## src/rtl/regfile_wb_scheduler.sv

```systemverilog
// Register-file writeback scheduler: merges the unstallable pipeline writeback and the
// valid/ready LLU result into one registered write port. Optional macro: REGFILE_INIT_EN.
module regfile_wb_scheduler #(
  parameter int STARVE_LIMIT = 4,
  parameter int ADDR_W       = 5,
  parameter int DATA_W       = 32
) (
  input  logic              i_clk,
  input  logic              i_rst_n,
  input  logic              i_pipe_we,
  input  logic [ADDR_W-1:0] i_pipe_addr,
  input  logic [DATA_W-1:0] i_pipe_data,
  input  logic              i_llu_valid,
  input  logic [ADDR_W-1:0] i_llu_addr,
  input  logic [DATA_W-1:0] i_llu_data,
  output logic              o_llu_ready,
  output logic              o_w_en,
  output logic [ADDR_W-1:0] o_w_addr,
  output logic [DATA_W-1:0] o_w_data,
  output logic              o_stall_req,
  output logic              o_init_busy,
  output logic              o_proto_err
);

  typedef enum logic [1:0] {ST_INIT, ST_RUN, ST_FAVOR} state_t;

  localparam logic [3:0] LIMIT = 4'(STARVE_LIMIT);

`ifdef REGFILE_INIT_EN
  localparam state_t RST_STATE = ST_INIT;
`else
  localparam state_t RST_STATE = ST_RUN;
`endif

  state_t              r_state;
  logic [3:0]          r_starve_cnt;
  logic                r_stall;
  logic                r_proto_err;
  logic                r_w_en;
  logic [ADDR_W-1:0]   r_w_addr;
  logic [DATA_W-1:0]   r_w_data;

  logic                w_pipe_nz;
  logic                w_llu_nz;
  logic                w_addr_eq;
  logic                w_llu_ready;
  logic                w_sel_en;
  logic [ADDR_W-1:0]   w_sel_addr;
  logic [DATA_W-1:0]   w_sel_data;
  logic [3:0]          w_starve_nxt;

  always_comb begin
    // NOTE: every output of this block gets a default first so no path infers a latch.
    w_pipe_nz    = i_pipe_we & (i_pipe_addr != '0);
    w_llu_nz     = (i_llu_addr != '0);
    w_addr_eq    = (i_pipe_addr == i_llu_addr);
    w_llu_ready  = 1'b0;
    w_sel_en     = 1'b0;
    w_sel_addr   = i_pipe_addr;
    w_sel_data   = i_pipe_data;
    w_starve_nxt = r_starve_cnt;

    case (r_state)
      ST_RUN: begin
        // Same nonzero target: the pipeline value is younger, so the LLU value is discarded.
        w_llu_ready = i_llu_valid & (~w_pipe_nz | w_addr_eq);
        if (w_pipe_nz) begin
          w_sel_en = 1'b1;
        end else if (w_llu_ready & w_llu_nz) begin
          w_sel_en   = 1'b1;
          w_sel_addr = i_llu_addr;
          w_sel_data = i_llu_data;
        end
      end
      ST_FAVOR: begin
        w_llu_ready = i_llu_valid;
        w_sel_en    = i_llu_valid & w_llu_nz;
        w_sel_addr  = i_llu_addr;
        w_sel_data  = i_llu_data;
      end
      default: ;
    endcase

    w_llu_ready = w_llu_ready & i_rst_n;

    if (!i_llu_valid || w_llu_ready || r_state == ST_INIT) begin
      w_starve_nxt = '0;
    end else if (r_starve_cnt < LIMIT) begin
      w_starve_nxt = r_starve_cnt + 4'd1;
    end
  end

`ifdef REGFILE_INIT_EN
  logic [5:0] r_init_cnt;
  logic       r_init_busy;
`endif

  always_ff @(posedge i_clk or negedge i_rst_n) begin
    if (!i_rst_n) begin
      r_state      <= RST_STATE;
      r_starve_cnt <= '0;
      r_stall      <= 1'b0;
      r_proto_err  <= 1'b0;
      r_w_en       <= 1'b0;
      r_w_addr     <= '0;
      r_w_data     <= '0;
`ifdef REGFILE_INIT_EN
      r_init_cnt   <= '0;
      r_init_busy  <= 1'b1;
`endif
    end else begin
      // NOTE: non-blocking assignments so every register samples this cycle's values.
      r_starve_cnt <= w_starve_nxt;
      r_w_en       <= w_sel_en;
      if (w_sel_en) begin
        r_w_addr <= w_sel_addr;
        r_w_data <= w_sel_data;
      end
      if (r_stall && i_pipe_we) begin
        r_proto_err <= 1'b1;
      end

      case (r_state)
        ST_INIT: begin
`ifdef REGFILE_INIT_EN
          if (r_init_cnt == 6'd32) begin
            r_state     <= ST_RUN;
            r_init_busy <= 1'b0;
          end else begin
            r_w_en     <= 1'b1;
            r_w_addr   <= ADDR_W'(r_init_cnt[4:0]);
            r_w_data   <= '0;
            r_init_cnt <= r_init_cnt + 6'd1;
          end
`else
          r_state <= ST_RUN;
`endif
        end
        ST_RUN: begin
          if (w_starve_nxt == LIMIT) begin
            r_state <= ST_FAVOR;
            r_stall <= 1'b1;
          end
        end
        ST_FAVOR: begin
          if (w_llu_ready) begin
            r_state <= ST_RUN;
            r_stall <= 1'b0;
          end
        end
        default: r_state <= ST_RUN;
      endcase
    end
  end

  assign o_llu_ready = w_llu_ready;
  assign o_w_en      = r_w_en;
  assign o_w_addr    = r_w_addr;
  assign o_w_data    = r_w_data;
  assign o_stall_req = r_stall;
  assign o_proto_err = r_proto_err;
`ifdef REGFILE_INIT_EN
  assign o_init_busy = r_init_busy;
`else
  assign o_init_busy = 1'b0;
`endif

endmodule

```

## config.mk

```make
export PLATFORM = sky130hd
export DESIGN_NAME = regfile_wb_scheduler
export DESIGN_NICKNAME = d
export VERILOG_FILES = /design/src/rtl/regfile_wb_scheduler.sv
export SDC_FILE = /design/constraint.sdc
export NUM_CORES = 1
export LEC_CHECK = 0
export ABC_CLOCK_PERIOD_IN_PS = 5200
export BUFFER_PORTS_ARGS = -buffer_cell sky130_fd_sc_hd__buf_2
export CAP_MARGIN = 20
export CORE_MARGIN = 2
export CORE_UTILIZATION = 35
export DETAILED_ROUTE_END_ITERATION = 8
export HOLD_SLACK_MARGIN = 0.1
export SLEW_MARGIN = 20
export SYNTH_ARGS = -nofsm -noshare
export SYNTH_HDL_FRONTEND = slang
export SYNTH_SLANG_ARGS = --single-unit
```

## constraint.sdc

```tcl
create_clock -name i_clk -period 5.2 [get_ports i_clk]
set_input_delay 0.52 -clock i_clk [delete_from_list [all_inputs] [get_ports i_clk]]
set_output_delay 0.52 -clock i_clk [all_outputs]
set_load 0.01 [all_outputs]
```

### Word level (Yosys, flattened, before mapping)

Index checks and enable logic that the tools add are counted.

* add/subtract/negate cells: 1
* order comparisons: 1
* eq/ne operators: 6
* multiplexer cells: 18
* bitwise operators: 7
* reduce and logical (&&, ||, !) cells: 10

Operators by type and width (number)
* $mux 32: 2
* $pmux 32 s2: 1
* $mux 5: 2
* $pmux 5 s2: 1
* $reduce_bool 5->1: 2
* $mux 4: 2
* $pmux 1 s2: 3
* $and 1x1->1: 5
* $eq 5x5->1: 1
* $add 4x1->4 const B: 1
* $eq 4x3->1 const B: 1
* $lt 4x3->1 const B: 1
* $mux 1: 4
* $mux 2: 2
* $ne 2x2->1 const B: 2
* $pmux 2 s2: 1
* $reduce_and 3->1: 1
* $eq 2x1->1 const B: 1
* $eq 2x2->1 const B: 1
* $logic_not 2->1: 1
* $logic_or 1x1->1: 2
* $reduce_and 2->1: 1
* $reduce_bool 2->1: 1
* $logic_and 1x1->1: 1
* 3 further kinds: 3

* register bits: 46
* bits of input ports: 78
* output and inout port bits: 42
* word-level logic and storage cells: 50

### Logic depth before layout (Yosys ltp)

Gate-level depths: netlist of run 1.

* depth after elaboration: 13
* depth in mapped cells: 9

### Worst setup path before layout of run 1

OpenSTA, ideal clock, no wires.

* kind: input-to-reg
* from: input i_llu_addr[0]
* to: register r_w_addr[4], in the netlist o_w_addr[4]
* library setup time: 0.125 ns
* arrival: 2.149 ns
* slack: 2.926 ns
* stages on the path: 7
* path buffers: 3
* path through: or4_1 o21a_1 buf_6 a31o_1 buf_6 buf_6 mux2_4

* word-level cells in the longest chain between the ends: 7

Ends and longest elaborated chain
* start, declared: line 14 `input logic [ADDR_W-1:0] i_llu_addr,`
* $eq 5x5->1: line 56 `w_addr_eq = (i_pipe_addr == i_llu_addr);`
* $or 1x1->1: line 66 `w_llu_ready = i_llu_valid & (~w_pipe_nz | w_addr_eq);`
* $and 1x1->1: line 66
* $and 1x1->1: line 69 `end else if (w_llu_ready & w_llu_nz) begin`
* $mux 5 / $mux 1 (equally long branches): line 69
* $mux 5 / $mux 1 (equally long branches): line 67 `if (w_pipe_nz) begin`
* $pmux 5 s2 / $pmux 1 s2 (equally long branches): line 63 `case (r_state)`
* end signal, assigned: line 116 `r_w_addr <= w_sel_addr;`
* end, declared: line 40 `logic [ADDR_W-1:0] r_w_addr;`

Several ways; a longest one is shown, not always the timed one.
A chain may end at the register's enable or synchronous reset.

### Worst setup path after layout of run 1

* from: register r_state[0]
* to: output o_llu_ready

* word-level cells in the longest chain between the ends: 3

Ends and longest elaborated chain
* start, declared: line 35 `state_t r_state;`
* start signal, assigned: line 100 `r_state <= RST_STATE;`
* start signal, assigned: line 136 `r_state <= ST_RUN;`
* start signal, assigned: line 141 `r_state <= ST_FAVOR;`
* $eq 2x2->1 / $eq 2x1->1 (equally long branches): line 63
* $pmux 1 s2 (*): line 63
* $and 1x1->1 (*): line 84 `w_llu_ready = w_llu_ready & i_rst_n;`
* end, declared: line 16 `output logic o_llu_ready,`

Every way passes the cells marked *; elsewhere a longest branch is shown, timed or not.

==> impl_metrics.py, run 1 <==
metrics = {
    "clock_tree": {
        "cts_resized": 0,
        "h-tree-depth": 2,
        "cts_made_buffers": 5,
        "cts_buffer_depth": 2,
        "postCtsSetupBuffers": 0,
        "clk_pin_slew_ns": 0.09,
        "numClockSinks": 46,
        "clkLatencyLatePin_ns": 0.29,
        "cts_tree": "built",
        "cts_root_buffer": "clkbuf_8",
        "holdBufCountCts": 0,
    },
    "timing": {
        "fmax_mhz": 331,
        "whs_ns": 0.316,
        "setup_violations": 0,
        "slew_headroom": 0.460,
        "skew_ns": 0.00585,
        "rsz0062_at_grt": "false",
        "final-max-slew-violation-count": 0,
        "fin_crit_sh": 0.581,
        "tns_ns": 0,
        "hold_viol_final": 0,
        "tightest_slew_ns": 0.810,
        "period_minus_slack_ns": 3.02,
        "setup_ws_ns": 2.18,
    },
    "yosys": {
        "synth_compound_area_frac": 0.139,
        "netlist.area_leader.share": 0.382,
        "yosys.area.top_type": "dfrtp_1",
        "synth_top_family_by_area": "simple AND/OR/NAND/NOR gates",
        "synthSimpleGateAreaFrac": 0.203,
        "seq_area_frac_synth": 0.390,
        "synth_cell_types": 35,
        "muxShareOfSynthArea": 0.165,
        "post_synth_fa_ha_maj_area_fraction": 0.0170,
        "async_reset_ff_frac": 1.00,
        "synth_area_sq_um": 2950,
        "ys_ff_latch": 46,
        "syn_nets": 397,
        "synthTopCellsByArea": "dfrtp_1 38%, nand2_1 9.8%, mux2_4 9.7%",
        "ys.flop_type": "dfrtp_1",
        "synth-edff-count": 0,
        "synthCells": 315,
        "syn_avg_cell_area_sq_um": 9.37,
        "synth_warnings": 0,
        "yosys.area_share.xor_xnor": 0.0178,
    },
    "min_path": {
        "hp-class": "input port to async pin",
    },
    "grt": {
        "grt_pass1_wl_mm": 12.8,
        "grt_max_degree": 49,
        "grtUsageTotal": 0.176,
        "first_global_vias": 2681,
        "grt_overflow": 0,
        "antenna_found_initial": 0,
    },
    "setup_path": {
        "worstSetupEndpointType": "output port",
        "worstSetupPathType": "register to output port",
        "worstPathMaxFanout": 47,
        "reg2reg_slack_ns": 2.23,
        "critical_path.startpoint_type": "register",
        "cp_data_arrival_time_ns": 2.50,
        "worstPathRequired_ns": 4.68,
    },
    "floorplanning": {
        "rows": 33,
        "core-area_sq_um": 8180,
        "die-area_sq_um": 9180,
        "start_util": 0.361,
        "num_io_pins": 120,
        "fp.dieW_um": 95.8,
        "die_y_um": 95.8,
    },
    "detailed_routing": {
        "num_vias": 2805,
        "dr.pass1.iters": 4,
        "remaining_drc_errors": 0,
        "vias_per_cell": 5.38,
        "ant_nets": 0,
        "wl_per_cell_um": 15.7,
        "drtIter0Drc": 108,
        "wirelength_mm": 8.19,
    },
    "status": {
        "status": "finished clean",
    },
    "placed_design": {
        "gp_congestion": 0.835,
        "place_ws_ns": 1.91,
        "numPortBuffers": 118,
        "placedCellCount": 513,
        "place_hpwl_mm": 5.73,
    },
    "finish": {
        "antennaDiodeCount": 0,
        "syn_to_final_growth_pct": 23.8,
        "fin_cells": 521,
        "final_nets": 497,
        "drive_gt1_frac": 0.421,
    },
    "pwr": {
        "total_power_mw": 1.56,
        "power_density_nw_per_um2": 425,
        "peakVddDrop_mv": 0.205,
        "p_leak_nw": 1.73,
    },
    "run": {
        "cap_violations": 0,
    },
}
[area by class of cell]
| cell class | count | area, sq um |
|---|---|---|
| multi-input combinational | 232 | 1620 |
| fill | 832 | 4520 |
| clock buffer | 7 | 86.3 |
| timing repair buffer | 125 | 643 |
| tap | 105 | 131 |
| sequential | 46 | 1150 |
| inverter | 5 | 18.8 |
| clock inverter | 1 | 5.00 |
[layer usage]
layer  share of wire  vias up  track usage  routed length (um)
met5               0        -            0                   0
met4               0        0       0.0393                   0
met3           0.062        0       0.0368                 509
met2            0.48       97        0.287                3940
met1            0.46     1364        0.242                3750
li1                -     1344            -                   -
[metrics by stage]
step / cell area (sq um) / utilization
floorplan: 2950 / -
global placement: 3560 / 0.436
detailed placement: 3560 / 0.436
CTS: 3650 / 0.447
global route: 3650 / 0.447
finish: 3650 / 0.447
[kinds of logic (layout without fill, tap and decap cells)]
family                   after synthesis  count (layout)
adder cells (fa/ha/maj)                4               4
multiplexers                          37              37
AO/OA/AOI/OAI                         57              57
other                                  1               1
XOR/XNOR                               6               6
buffers and inverters                 37             138
flip-flops                            46              46
AND/OR/NAND/NOR                      127             127
[report_power, final]
group	internal, mW	leakage, nW	switching, mW
combinational	0.373	1.12	0.351
sequential	0.513	0.557	0.0883
clock	0.108	0.0482	0.122
total	0.993	1.73	0.562
[cell usage in the layout (no fill, tap or decap), types with 2 or more instances in the layout]
cell        n
nand2_1    77
mux2_4     19
nor2_1      5
nand3_1     2
ha_1        3
xnor2_1     6
nand4_1    36
dfrtp_1    45
a21oi_1     4
o21ai_0     3
mux2_2     18
clkbuf_8    6
o211ai_1   38
a31oi_1     2
or4_1       2
o22ai_1     2
buf_2     118
buf_4       7
inv_1       5
[worst paths after layout]
check	start	to	depth (start not counted)
max in group asynchronous	i_rst_n	o_w_addr[4]$_DFFE_PN0P_	2
min in group i_clk	o_proto_err$_DFFE_PN0P_	o_proto_err$_DFFE_PN0P_	1
worst min-delay path	i_rst_n	o_w_data[30]$_DFFE_PN0P_	2
worst max register to register	r_state[0]$_DFFE_PN1P_	o_w_data[9]$_DFFE_PN0P_	6
worst min register to register	o_proto_err$_DFFE_PN0P_	o_proto_err$_DFFE_PN0P_	1
worst max-delay path	r_state[0]$_DFFE_PN1P_	o_llu_ready	5
[cell usage after synthesis (3+ instances only)]
cell,n
buf_6,6
buf_2,3
dfrtp_1,45
mux2_2,18
nand2_1,77
ha_1,4
o21ai_0,3
o211ai_1,38
inv_1,5
mux2_4,19
nand4_1,36
xnor2_1,6
a21oi_1,4
clkbuf_1,21
nor2_1,5
[flip-flops by register name, indices dropped and copies added (netlist names)]
| register | count |
|---|---|
| o_proto_err | 1 |
| o_stall_req | 1 |
| o_w_addr | 5 |
| o_w_data | 32 |
| o_w_en | 1 |
| r_starve_cnt | 4 |
| r_state | 2 |
[worst max-delay path: stages (launching register included)]
cell and delay [ns]:
dfstp_2 0.54, ha_2 0.71, o2111a_1 0.32, nand3_1 0.07, o2bb2ai_1 0.33, buf_2 0.21
(Power assumes the default switching activity.)
==> run 2: changes to the inputs <==
- ABC_CLOCK_PERIOD_IN_PS: 5200 -> 2900
- clock period: 5.2 -> 2.9 ns (I/O delays scaled with it)
==> run 2 against run 1 <==
Worst hold slack worse by 0.21 ns. Global-route usage shrank 0.27 points. First-iteration DRC count shrank 6.5%. Clock skew decreased by 0.00089 ns. Cell count grew 0.38%.
==> impl_metrics.py, run 2 (synthesized netlist as in run 1, its figures left out) <==
metrics = {
    "status": {
        "status": "finished clean",
    },
    "setup_path": {
        "cpPeakStageDelay_ns": 0.54,
        "cp_data_arrival_time_ns": 2.10,
        "worstPathMaxFanout": 5,
        "worstSetupEndpointType": "output port",
        "rr_startpoint": "r_state[0]$_DFFE_PN1P_",
        "worstPathRequired_ns": 2.61,
        "worstSetupPathType": "register to output port",
        "reg2reg_slack_ns": 0.57,
        "critical_path.startpoint_type": "register",
        "crit_start": "r_state[0]$_DFFE_PN1P_",
        "crit_path_top_delay_cell": "dfstp_2",
        "critical_path.cell_chain": "inv_1 -> ha_1 -> o2111a_1 -> nand3_1 -> o2bb2ai_1 -> buf_2",
    },
    "floorplanning": {
        "die-area_sq_um": 9180,
        "start_util": 0.361,
        "die_y_um": 95.8,
        "num_io_pins": 120,
        "core-area_sq_um": 8180,
        "fp.dieW_um": 95.8,
        "rows": 33,
    },
    "clock_tree": {
        "cts_root_buffer": "clkbuf_8",
        "holdBufCountCts": 0,
        "cts_resized": 0,
        "postCtsSetupBuffers": 0,
        "clk_pin_slew_ns": 0.09,
        "cts_buffer_depth": 2,
        "h-tree-depth": 2,
        "numClockSinks": 46,
        "cts_made_buffers": 5,
        "clkLatencyLatePin_ns": 0.29,
        "cts_tree": "built",
    },
    "grt": {
        "grt_overflow": 0,
        "grt_max_degree": 79,
        "antenna_found_initial": 0,
        "first_global_vias": 2572,
        "grtUsageTotal": 0.174,
        "grt_pass1_wl_mm": 12.6,
    },
    "detailed_routing": {
        "num_vias": 2736,
        "wirelength_mm": 8.00,
        "drtIter0Drc": 101,
        "ant_nets": 0,
        "remaining_drc_errors": 0,
        "dr.pass1.iters": 4,
        "wl_per_cell_um": 15.3,
        "vias_per_cell": 5.23,
    },
    "finish": {
        "fill_cells": 841,
        "antennaDiodeCount": 0,
        "largest_reg_flops": 32,
        "final_nets": 499,
        "layout_commonest_cell": "buf_2",
        "most-common-layout-cells": "118 x buf_2, 77 x nand2_1, 45 x dfrtp_1",
        "drive_gt1_frac": 0.426,
        "syn_to_final_growth_pct": 24.9,
    },
    "timing": {
        "period_minus_slack_ns": 2.39,
        "tns_ns": 0,
        "rsz0062_at_grt": "false",
        "tightest_slew_ns": 0.735,
        "fin_crit_sh": 0.826,
        "slew_headroom": 0.510,
        "skew_ns": 0.00496,
        "final-max-slew-violation-count": 0,
        "setup_violations": 0,
        "fmax_mhz": 418,
        "whs_ns": 0.110,
        "hold_viol_final": 0,
    },
    "placed_design": {
        "numPortBuffers": 118,
        "place_hpwl_mm": 5.70,
        "gp_congestion": 0.752,
    },
    "pwr": {
        "peakVddDrop_mv": 0.261,
        "power_density_nw_per_um2": 764,
        "p_leak_nw": 1.74,
    },
    "min_path": {
        "hp-class": "input port to async pin",
    },
    "run": {
        "cap_violations": 0,
    },
}
-- run 2: cell count changes in the layout (fill, tap and decap cells not counted) --
cell	delta
clkinvlp_4	+1
buf_4	+1
clkbuf_1	-1
buf_12	+1
-- run 2: per-layer routing --
metal / global-route usage / part of all wire
met5: 0 / 0
met4: 0.0298 / 0.0045
met3: 0.0345 / 0.077
met2: 0.279 / 0.44
met1: 0.246 / 0.48
-- run 2: power by group --
group,internal (mW),switching [mW],total [mW]
registers,0.920,0.175,1.09
clock network,0.192,0.220,0.412
logic,0.680,0.628,1.31
total,1.79,1.02,2.82
-- run 2: layout make-up --
type,count,area [sq um],area share
multi-input combinational,232,1620,0.439
sequential,46,1150,0.313
timing repair buffer,127,671,0.182
tap,105,131,0.0356
clock buffer,6,82.6,0.0224
inverter,5,18.8,0.00509
clock inverter,2,12.5,0.00339
-- run 2: worst paths after layout --
kind / end / cells after the start
max: o_llu_ready / 6
min: o_w_addr[3]$_DFFE_PN0P_ / 2
max reg2reg: o_w_addr[3]$_DFFE_PN0P_ / 7
min reg2reg: o_proto_err$_DFFE_PN0P_ / 1
max in group asynchronous: o_w_data[31]$_DFFE_PN0P_ / 2
min in group i_clk: o_proto_err$_DFFE_PN0P_ / 2
-- run 2: metrics by stage --
step	instance area (sq um)	power, mW	utilization	worst slack (ns)	cells
after floorplan	2950	1.95	-	0.841	315
final	3690	2.82	0.451	0.506	523
after global routing	3690	3.02	0.451	0.342	523
after detailed placement	3590	2.43	0.439	0.567	515
after CTS	3690	2.85	0.451	0.510	523
after global placement	3590	2.41	0.439	0.546	515
-- run 2: worst max-delay path, delay by kind of cell, from the launching register on --
kind / cells / cell delay (ns)
compound gates: 2 / 0.55
fa+ha+maj: 1 / 0.35
buf+inv: 2 / 0.29
flops: 1 / 0.54
simple gates: 1 / 0.08
